`src/rtl/bru_pkg.sv`:
```
// Shared types for the branch resolution unit: FSM states, default widths and
// the in-flight queue entry.
package bru_pkg;

  localparam int BRU_IDX_W = 5;
  localparam int BRU_PC_W  = 32;

  typedef enum logic {
    RUN     = 1'b0,
    RECOVER = 1'b1
  } bru_state_e;

  typedef struct packed {
    logic [BRU_IDX_W-1:0] idx;
    logic                 pred_taken;
    logic [BRU_PC_W-1:0]  target;
    logic [BRU_PC_W-1:0]  fallthru;
  } bru_entry_t;

endpackage

```
`src/rtl/bru_fifo.sv`:
```
// In-order circular queue of predicted branches. Pointers carry one extra
// wrap bit so full and empty are distinguishable; clear overrides push/pop.
module bru_fifo
  import bru_pkg::*;
#(
  parameter int DEPTH = 4
) (
  input  logic       clk,
  input  logic       arst_n,
  input  logic       push,
  input  logic       pop,
  input  logic       clear,
  input  bru_entry_t din,
  output logic       full,
  output logic       empty,
  output bru_entry_t head
);

  localparam int AW = $clog2(DEPTH);

  logic [AW:0] wr_q, rd_q;
  bru_entry_t  mem_q [DEPTH];

  logic do_push, do_pop;
  assign do_push = push && !full && !clear;
  assign do_pop  = pop && !empty && !clear;

  assign empty = (wr_q == rd_q);
  assign full  = (wr_q[AW] != rd_q[AW]) && (wr_q[AW-1:0] == rd_q[AW-1:0]);
  assign head  = mem_q[rd_q[AW-1:0]];

  always_ff @(posedge clk or negedge arst_n) begin
    if (!arst_n) begin
      wr_q <= '0;
      rd_q <= '0;
    end else if (clear) begin
      wr_q <= '0;
      rd_q <= '0;
    end else begin
      if (do_push) wr_q <= wr_q + (AW+1)'(1);
      if (do_pop)  rd_q <= rd_q + (AW+1)'(1);
    end
  end

  // Payload storage needs no reset; pointers alone define validity.
  always_ff @(posedge clk) begin
    if (do_push) mem_q[wr_q[AW-1:0]] <= din;
  end

endmodule

```
`src/rtl/branch_resolution_unit.sv`:
```
// Pops the oldest predicted branch on resolution, drives the BHT update port
// and the mispredict flush/redirect. Optional counters: BRU_PERF_CNT_EN.
module branch_resolution_unit
  import bru_pkg::*;
#(
  parameter int DEPTH = 4,
  parameter int IDX_W = BRU_IDX_W,
  parameter int PC_W  = BRU_PC_W
) (
  input  logic             clk,
  input  logic             arst_n,
  input  logic             pred_valid,
  input  logic [IDX_W-1:0] pred_idx,
  input  logic             pred_taken,
  input  logic [PC_W-1:0]  pred_target,
  input  logic [PC_W-1:0]  pred_fallthru,
  output logic             pred_ready,
  input  logic             res_valid,
  input  logic             res_taken,
  output logic             upd_en,
  output logic [IDX_W-1:0] upd_addr,
  output logic             upd_taken,
  output logic             mispredict,
  output logic [PC_W-1:0]  redirect_pc,
  output logic             q_empty,
  output logic             err_underflow,
  output logic [31:0]      perf_branches,
  output logic [31:0]      perf_mispred
);

  bru_state_e state_q;
  logic       full, empty;
  bru_entry_t din, head;

  logic             upd_en_q, upd_taken_q, mispredict_q, err_q;
  logic [IDX_W-1:0] upd_addr_q;
  logic [PC_W-1:0]  redirect_q, redirect_d;

  logic run, push, pop, mismatch;

  assign run        = (state_q == RUN);
  assign pred_ready = !full && run;
  assign push       = pred_valid && pred_ready;
  assign pop        = res_valid && !empty && run;
  assign mismatch   = pop && (res_taken != head.pred_taken);
  assign redirect_d = res_taken ? PC_W'(head.target) : PC_W'(head.fallthru);

  always_comb begin
    din            = '0;
    din.idx        = BRU_IDX_W'(pred_idx);
    din.pred_taken = pred_taken;
    din.target     = BRU_PC_W'(pred_target);
    din.fallthru   = BRU_PC_W'(pred_fallthru);
  end

  // A mismatching pop flushes every younger (wrong-path) entry, including
  // anything fetch pushes in the same cycle.
  bru_fifo #(.DEPTH(DEPTH)) u_fifo (
    .clk    (clk),
    .arst_n (arst_n),
    .push   (push),
    .pop    (pop),
    .clear  (mismatch),
    .din    (din),
    .full   (full),
    .empty  (empty),
    .head   (head)
  );

  always_ff @(posedge clk or negedge arst_n) begin
    if (!arst_n) begin
      state_q      <= RUN;
      upd_en_q     <= 1'b0;
      upd_addr_q   <= '0;
      upd_taken_q  <= 1'b0;
      mispredict_q <= 1'b0;
      redirect_q   <= '0;
      err_q        <= 1'b0;
    end else begin
      upd_en_q     <= pop;
      mispredict_q <= mismatch;
      if (pop) begin
        upd_addr_q  <= IDX_W'(head.idx);
        upd_taken_q <= res_taken;
      end
      if (mismatch) redirect_q <= redirect_d;
      if (res_valid && empty && run) err_q <= 1'b1;
      case (state_q)
        RUN:     if (mismatch) state_q <= RECOVER;
        RECOVER: state_q <= RUN;
        default: state_q <= RUN;
      endcase
    end
  end

  assign upd_en        = upd_en_q;
  assign upd_addr      = upd_addr_q;
  assign upd_taken     = upd_taken_q;
  assign mispredict    = mispredict_q;
  assign redirect_pc   = redirect_q;
  assign q_empty       = empty;
  assign err_underflow = err_q;

`ifdef BRU_PERF_CNT_EN
  logic [31:0] perf_br_q, perf_mp_q;

  // Saturating: a wrapped count would read as a tiny, misleading value.
  always_ff @(posedge clk or negedge arst_n) begin
    if (!arst_n) begin
      perf_br_q <= '0;
      perf_mp_q <= '0;
    end else begin
      if (pop && perf_br_q != '1)      perf_br_q <= perf_br_q + 32'd1;
      if (mismatch && perf_mp_q != '1) perf_mp_q <= perf_mp_q + 32'd1;
    end
  end

  assign perf_branches = perf_br_q;
  assign perf_mispred  = perf_mp_q;
`else
  assign perf_branches = '0;
  assign perf_mispred  = '0;
`endif

endmodule

```
`config.mk`:
```
export PLATFORM = sky130hd
export DESIGN_NAME = branch_resolution_unit
export DESIGN_NICKNAME = d
export VERILOG_FILES = /design/src/rtl/bru_pkg.sv /design/src/rtl/bru_fifo.sv /design/src/rtl/branch_resolution_unit.sv
export SDC_FILE = /design/constraint.sdc
export NUM_CORES = 1
export LEC_CHECK = 0
export ABC_AREA = 1
export BUFFER_PORTS_ARGS = -buffer_cell sky130_fd_sc_hd__buf_2
export CORE_ASPECT_RATIO = 0.8
export CORE_UTILIZATION = 45
export CTS_BUF_LIST = sky130_fd_sc_hd__clkbuf_16
export DETAILED_ROUTE_END_ITERATION = 8
export PLACE_DENSITY_LB_ADDON = 0.1
export SYNTH_ARGS = -nofsm -noshare
export SYNTH_HDL_FRONTEND = slang
export SYNTH_SLANG_ARGS = --single-unit
```
`constraint.sdc`:
```
create_clock -name clk -period 5.35 [get_ports clk]
set_clock_uncertainty 0.1 [all_clocks]
set_input_delay 0.8025 -clock clk [delete_from_list [all_inputs] [get_ports clk]]
set_output_delay 0.8025 -clock clk [all_outputs]
set_load 0.05 [all_outputs]
```
==> reports/qor.txt, run 1 <==
starting density of the core: 46.0%
placed instance area: 14200 µm²
global route overflow: 0
first-pass GRT wire length: 42700 µm
mean area per synthesized cell: 12.0 µm²
Crit Path Category: flip-flop to flip-flop
# resized after CTS: 0
hpwl dp: 15400 µm
leading area contributor after synthesis: edfxtp_1
CTS max path bufs: 3
worst IR drop on VDD: 0.000394 V
Final Max Slew Viols: 0
Hold Slack: 341 ps
worst path cell trace: buf_4 > nand2_1 > nand2_1 > nand3_2 > nand2_2 > inv_4 > nand2_4 > nand2_1 > nor2_4 > buf_12
Startpoint Class: flip-flop
DR vias/cell: 4.89
I/O pins: 182
CP delay by family, top: simple AND/OR/NAND/NOR gates
initial antenna violation count: 1
net switching power: 3.34 mW
Tcrit/Tclk final: 68.7%
top-count cell post-synth: edfxtp_1
largest net degree at the start of global routing: 102
top cells by area, synth: edfxtp_1, dfrtp_1, nand2_1
Die Ht: 157 µm
Int Pwr: 5.53 mW
CP peak stage delay: 660 ps
Fmax: 0.272 GHz
synthesis-to-layout area growth: 12.9%
number of synthesized flops with an enable pin: 280
DR DRC count: 0
Seq cells post-synth: 328
CTS root buf: clkbuf_16
worst r2r path cells: 10
die area: 30800 µm²
outcome: finished, final reports clean
Max Cap Viol: 0
vias in the first global route: 7543
CTS sink cnt: 328
Ys Warns: 0
crit-path most repeated cell: nand2_1
Leak: 6.10 nW
critical path capture point type: flip-flop
Filler Cell Count: 2580
Hold Fails Final Rpt: 0
Hold Crit Class: input port to async pin
routed length per instance: 16.8 µm
WP buf/inv: 3
Slew @ Worst Pin: 1100 ps
gpl congestion: 0.771
asr flop ratio synth: 14.6%
CTS Hold Bufs: 0
sequential area share after synthesis: 70.9%
chip width: 196 µm
crit path DAT: 3750 ps
Setup TNS Final: 0 ps
final antenna-violating net count: 0
synthesized cell area: 13500 µm²
critical path fanouts, max: 80
slowest CP cell: buf_4
CTS Buf Count: 34
WP data required: 5420 ps
Clock transition at path regs: 60 ps
CTS H-Tree Depth: 2
Final nets: 1309
Worst path depth: 10
layout cells sized above 1: 17.0%
core area: 29400 µm²
post-synth cell types: 26
DR vias: 7982
most used flip-flop cell after synthesis: edfxtp_1
clock latency on the worst-skew pair: 510 ps
sequential power share: 40.7%
Synth Instances: 1126
unrepaired setup endpoints after global routing: false
First-pass DRT Iterations: 6
clock share of power: 26.3%
setup violators final: 0
Post-Layout Inst Area: 15300 µm²
Max-slew headroom: 27.0%
site row count: 56
switching part of the total: 37.7%
# port buffers: 117
postcts setup bufs: 0
top post-synthesis cells by count: edfxtp_1, nand2_1, nor2_1
Tmin final: 3680 ps
drt total wl: 27400 µm
GR Util All Layers: 18.1%
Synth top area share: 62.1%
Pwr per Cell Area: 580 nW/µm²
drt first-iter violations: 415
combinational share of power: 33.0%
CTS tree: done
layout make-up:
type / instances / area, µm² / area share (%)
Antenna cell: 1 / 2.50 / 0.0164
Clock buffer: 35 / 876 / 5.72
Clock inverter: 26 / 225 / 1.47
Inverter: 76 / 290 / 1.90
Multi-Input combinational cell: 659 / 3100 / 20.3
Sequential cell: 328 / 9610 / 62.8
Tap cell: 377 / 472 / 3.08
Timing Repair Buffer: 130 / 721 / 4.71
worst reg2reg max path: cells and delay by family (launching register included):
family                 cells  cell delay, ps
buffers and inverters      3            1180
DFF                        1             640
and+or+nand+nor            7            1400
path summary, 6_finish.rpt:
check                                     from             endpoint  slack [ps]
worst max-delay path            u_fifo.rd_q[0]  u_fifo.mem_q[0][42]        1670
max in group asynchronous               arst_n       u_fifo.rd_q[0]        4260
worst min register to register   err_underflow        err_underflow         370
min in group clk                 err_underflow        err_underflow         370
worst max register to register  u_fifo.rd_q[0]  u_fifo.mem_q[0][42]        1670
worst min-delay path                    arst_n      redirect_pc[20]         340
per-stage QoR:
stage	total power [mW]	setup slack, ps	instances	utilization (%)
2_1_floorplan	6.00	281	1189	-
3_3_place_gp	6.63	1610	1570	48.3
3_5_place_dp	6.65	1590	1570	48.3
4_1_cts	9.00	1580	1631	52.0
5_1_grt	9.41	1380	1631	52.0
6_report	8.87	1670	1632	52.0
kinds of logic (layout without fill, tap and decap cells):
logic type / count (synthesis) / count (layout) / synth area share (%)
other: 1 / 65 / 0.0277
and+or+nand+nor: 417 / 417 / 12.6
DFF: 328 / 328 / 70.9
AOI/OAI and AO/OA: 171 / 171 / 7.73
xor gates and xnor gates: 2 / 2 / 0.129
adders and majority gates: 5 / 5 / 0.462
buffers and inverters: 202 / 267 / 8.14
routing by layer:
layer / track usage (%) / up-vias / routed length [µm]
li1: - / 3963 / -
met1: 26.2 / 3814 / 13300
met2: 28.4 / 171 / 12400
met3: 3.39 / 34 / 1210
met4: 4.65 / 0 / 436
met5: 0 / - / 0
placed cells by master (no fill, tap or decap), drive strengths merged:
cell      Yosys  routed
clkinv        1      13
buf         106     130
diode         0       1
edfxtp      280     280
nand3        79      79
o22ai         5       5
clkinvlp      0       1
o21ai       107     107
xor2          2       2
clkbuf       20      35
dfrtp        48      48
a21o          1       1
nor2        143     143
bufinv        0       4
ha            5       5
o211ai       58      58
nand2       195     195
inv          75      84
conb          1      64
power groups by stage:
stage	Sequential (mW)	Combinational, mW	Clock (mW)
floorplan	4.17	1.83	0
detailed placement	3.67	2.99	0
CTS	3.62	3.00	2.39
global placement	3.66	2.97	0
global route	3.67	3.27	2.48
finish	3.61	2.93	2.33
sequential cells by signal, indices dropped and copies added (netlist names):
register / cells
upd_addr: 5
redirect_pc: 32
upd_en: 1
state_q: 1
u_fifo.wr_q: 3
upd_taken: 1
mispredict: 1
u_fifo.rd_q: 3
u_fifo.mem_q: 280
err_underflow: 1
Power figures use the tool's default switching activity.
==> run 2: changes to the inputs <==
==> constraint.sdc (replaced) <==
create_clock -name clk -period 3.59 [get_ports clk]
set_clock_uncertainty 0.1 [all_clocks]
set_input_delay 0.5385 -clock clk [delete_from_list [all_inputs] [get_ports clk]]
set_output_delay 0.5385 -clock clk [all_outputs]
set_load 0.05 [all_outputs]
==> run 2 against run 1 <==
  * Fmax rose by 24%
  * Non-clock buffer count increased by 6
  * Final cell count is 0.31% higher
  * Power is 47% higher
  * Sequential power increased by 48%
  * Worst setup slack got worse by 1000 ps
  * Critical path type unchanged
==> reports/qor.txt, run 2 (synthesized netlist as in run 1, its figures left out) <==
outcome: finished, final reports clean
Startpoint Class: flip-flop
worst path cell trace: buf_4 > nand2_1 > nand2_1 > nand3_2 > nand2_2 > inv_4 > nand2_4 > nand2_1 > nor2_4 > buf_12
Tcrit/Tclk final: 82.5%
global route overflow: 0
Max-slew headroom: 31.8%
hpwl dp: 16000 µm
DR vias/cell: 4.91
Fmax: 0.338 GHz
vias in the first global route: 7567
flop-to-flop setup slack: 630 ps
clock latency on the worst-skew pair: 520 ps
crit-path most repeated cell: nand2_1
most common cell after layout, fill and taps aside: edfxtp_1
GR Util All Layers: 18.6%
Max Cap Viol: 0
CTS Hold Bufs: 0
DR DRC count: 0
Die Ht: 157 µm
final antenna-violating net count: 0
CTS H-Tree Depth: 2
chip width: 196 µm
CP peak stage delay: 530 ps
CTS max path bufs: 3
largest net degree at the start of global routing: 96
drt total wl: 28000 µm
Hold Fails Final Rpt: 0
site row count: 56
unrepaired setup endpoints after global routing: false
CTS root buf: clkbuf_16
core area: 29400 µm²
First-pass DRT Iterations: 7
crit path DAT: 3060 ps
Tmin final: 2960 ps
most frequent cells in the layout: edfxtp_1, nand2_1, nor2_1
worst IR drop on VDD: 0.000538 V
DR vias: 8032
CTS tree: done
# resized after CTS: 0
WP data required: 3690 ps
Final Max Slew Viols: 0
setup violators final: 0
ant diodes: 0
utilization after layout: 51.9%
Slew @ Worst Pin: 1020 ps
critical path fanouts, max: 47
initial antenna violation count: 4
# port buffers: 117
Final nets: 1315
max FFs per register: 280
first-pass GRT wire length: 43600 µm
routed length per instance: 17.1 µm
worst r2r path cells: 10
Pwr per Cell Area: 856 nW/µm²
Leak: 6.13 nW
I/O pins: 182
Crit Path Category: flip-flop to flip-flop
starting density of the core: 46.0%
postcts setup bufs: 0
die area: 30800 µm²
layout cells sized above 1: 16.7%
slowest CP cell: nor2_4
gpl congestion: 0.736
Hold Crit Class: input port to async pin
Setup TNS Final: 0 ps
Clock transition at path regs: 60 ps
CTS Buf Count: 34
drt first-iter violations: 436
critical path capture point type: flip-flop
Hold Slack: 114 ps
synthesis-to-layout area growth: 12.8%
CTS sink cnt: 328
-- run 2: cell count changes in the layout (fill, tap and decap cells not counted), sizes merged --
cell      change
inv           +8
clkinvlp      -1
bufinv        -2
clkinv        -5
diode         -1
buf           +6
-- run 2: area by class of cell --
type,count,area [µm²]
fillers,2559,14100
clock inverters,26,159
inverters,76,290
multi-input cells,659,3100
clock buffers,35,876
flip-flops and latches,328,9610
well taps,377,472
repair buffers,136,766
-- run 2: per-stage QoR --
stage	area, µm²	worst slack, ps	total power, mW	instances
after floorplan	13800	-72.0	8.91	1189
after global placement	14200	582	9.92	1576
after detailed placement	14200	547	9.95	1576
after CTS	15300	556	13.3	1637
after global routing	15300	369	13.9	1637
final	15300	629	13.1	1637
-- run 2: power breakdown --
part / total [mW] / internal [mW] / leakage (nW) / switching [mW]
combinational: 4.45 / 1.15 / 2.42 / 3.31
clock: 3.29 / 1.90 / 0.564 / 1.39
sequential: 5.34 / 5.07 / 3.15 / 0.273
total: 13.1 / 8.12 / 6.13 / 4.96
-- run 2: worst paths after layout --
| check | startpoint | to |
|---|---|---|
| min in group clk | pred_target[15] | u_fifo.mem_q[0][47] |
| worst min-delay path | arst_n | redirect_pc[27] |
| max in group asynchronous | arst_n | redirect_pc[31] |
| worst max-delay path | u_fifo.rd_q[0] | u_fifo.mem_q[0][31] |
| worst min register to register | err_underflow | err_underflow |
| worst max register to register | u_fifo.rd_q[0] | u_fifo.mem_q[0][31] |
-- run 2: routing by layer --
layer / GRT usage (%) / wire length, µm / vias up
li1: - / - / 3977
met1: 26.6 / 13500 / 3828
met2: 28.6 / 12600 / 176
met3: 4.26 / 1410 / 43
met4: 4.99 / 420 / 8
met5: 0 / 57 / -
-- run 2: critical path: cells and delay by family, from the launching register on --
kind | cells | cell delay, ps
simple gates | 7 | 1310
buf+inv | 3 | 820
flops | 1 | 410
==> run 3: changes to the inputs <==
==> constraint.sdc (replaced) <==
create_clock -name clk -period 2.95 [get_ports clk]
set_clock_uncertainty 0.1 [all_clocks]
set_input_delay 0.4425 -clock clk [delete_from_list [all_inputs] [get_ports clk]]
set_output_delay 0.4425 -clock clk [all_outputs]
set_load 0.05 [all_outputs]
==> run 3 against run 2 <==
  * Worst hold slack lost 78 ps
  * Largest cell class unchanged
  * Final cell count increased by 0.73%
  * Utilization is 0.44 points higher
  * First-iteration DRC count decreased by 8.0%
  * Critical path type unchanged
==> reports/qor.txt, run 3 (synthesized netlist as in run 1, its figures left out) <==
outcome: finished, final reports clean
Setup TNS Final: 0 ps
critical path capture point type: flip-flop
# resized after CTS: 0
Worst path depth: 10
Slew @ Worst Pin: 1000 ps
Hold Slack: 36.3 ps
GR Util All Layers: 18.7%
largest net degree at the start of global routing: 100
worst r2r path cells: 10
clock latency on the worst-skew pair: 520 ps
layout cells sized above 1: 17.7%
CTS Hold Bufs: 1
worst IR drop on VDD: 0.000646 V
drt first-iter violations: 401
CP delay by family, top: simple AND/OR/NAND/NOR gates
DR vias/cell: 4.95
CTS root buf: clkbuf_16
pre-CTS WS: 290 ps
Final Max Slew Viols: 0
postcts setup bufs: 0
WP buf/inv: 3
combinational share of power: 33.8%
total power: 16.2 mW
slowest CP cell: dfrtp_4
DR DRC count: 0
Leak: 6.16 nW
critical path fanouts, max: 29
metal3 WL: 1210 µm
unrepaired setup endpoints after global routing: false
final antenna-violating net count: 0
Critical Path Start: u_fifo.rd_q[0]
routed length per instance: 17.3 µm
Critical Path End: u_fifo.mem_q[0][5]
Clock transition at path regs: 60 ps
DR vias: 8163
core area: 29400 µm²
met2 WL: 12600 µm
flop-to-flop setup slack: 320 ps
drt total wl: 28600 µm
Hold Crit Class: input port to flip-flop
Pwr per Cell Area: 1050 nW/µm²
gpl congestion: 0.738
WP data required: 3010 ps
placed instance area: 14300 µm²
CTS sink cnt: 328
Post-Layout Inst Area: 15400 µm²
Tcrit/Tclk final: 89.3%
most frequent cells in the layout: edfxtp_1, nand2_1, nor2_1
setup violators final: 0
CTS Buf Count: 35
PnR worst setup slack: 317 ps
initial antenna violation count: 3
Hold Fails Final Rpt: 0
crit path DAT: 2690 ps
Max-slew headroom: 33.0%
met1 WL: 14300 µm
Int Pwr: 9.99 mW
CP peak stage delay: 590 ps
Fmax: 0.380 GHz
CTS max path bufs: 3
Highest Signal Layer: met5
I/O pins: 182
# port buffers: 117
switching part of the total: 38.2%
synthesis-to-layout area growth: 13.7%
CTS tree: done
Tmin final: 2630 ps
Die Ht: 157 µm
most common cell after layout, fill and taps aside: edfxtp_1
chip width: 196 µm
first-pass GRT wire length: 43700 µm
sequential power share: 40.5%
worst path cell trace: inv_2 > nand2_1 > nand2_1 > nand3_2 > nand2_2 > inv_4 > nand2_4 > nand2_1 > nor2_4 > buf_4
Final nets: 1322
starting density of the core: 46.0%
clock share of power: 25.8%
hpwl dp: 16400 µm
global route overflow: 0
Reg2Reg Launch Point: u_fifo.rd_q[0]
CTS H-Tree Depth: 2
reg-to-reg critical path endpoint: u_fifo.mem_q[0][5]
site row count: 56
Crit Path Category: flip-flop to flip-flop
Startpoint Class: flip-flop
First-pass DRT Iterations: 4
crit-path most repeated cell: nand2_1
max FFs per register: 280
Max Cap Viol: 0
vias in the first global route: 7591
die area: 30800 µm²
net switching power: 6.16 mW
-- run 3: power by group through the flow --
stage	Clock [mW]	Sequential, mW	Combinational [mW]
floorplan	0	7.51	3.34
global placement	0	6.62	5.49
detailed placement	0	6.64	5.54
CTS	4.28	6.55	5.55
global route	4.44	6.64	6.06
finish	4.16	6.54	5.45
-- run 3: per-stage QoR --
step	utilization, %	cells
finish	52.4	1649
global route	52.3	1646
CTS	52.3	1646
detailed placement	48.6	1581
global placement	48.6	1581
floorplan	-	1189
-- run 3: worst min path at each step --
stage | slack [ps] | cells past startpoint | start | to
floorplan | 50 | 0 | arst_n | err_underflow
global placement | 370 | 2 | redirect_pc[22] | redirect_pc[22]
detailed placement | 360 | 2 | upd_addr[4] | upd_addr[4]
CTS | 9 | 1 | pred_target[1] | u_fifo.mem_q[2][33]
global route | 10 | 1 | pred_target[30] | u_fifo.mem_q[1][62]
finish | 40 | 1 | pred_target[1] | u_fifo.mem_q[2][33]
-- run 3: area by class of cell --
| cell class | instances | area [µm²] |
|---|---|---|
| Antenna cell | 3 | 7.51 |
| Inverter | 76 | 290 |
| Fill cell | 2611 | 14000 |
| Clock inverter | 28 | 195 |
| Sequential cell | 328 | 9610 |
| Timing Repair Buffer | 142 | 826 |
| Clock buffer | 36 | 901 |
| Tap cell | 377 | 472 |
| Multi-Input combinational cell | 659 | 3100 |
-- run 3: worst reg2reg max path, delay by kind of cell (launching register included) --
family | cells | cell delay (ps)
buffers and inverters | 3 | 650
flip-flops | 1 | 590
AND/OR/NAND/NOR | 7 | 920
-- run 3: metal layers --
metal	up-vias	GRT usage (%)
met3	35	3.49
met5	-	0
met1	3974	27.8
li1	3990	-
met2	162	28.0
met4	2	5.54
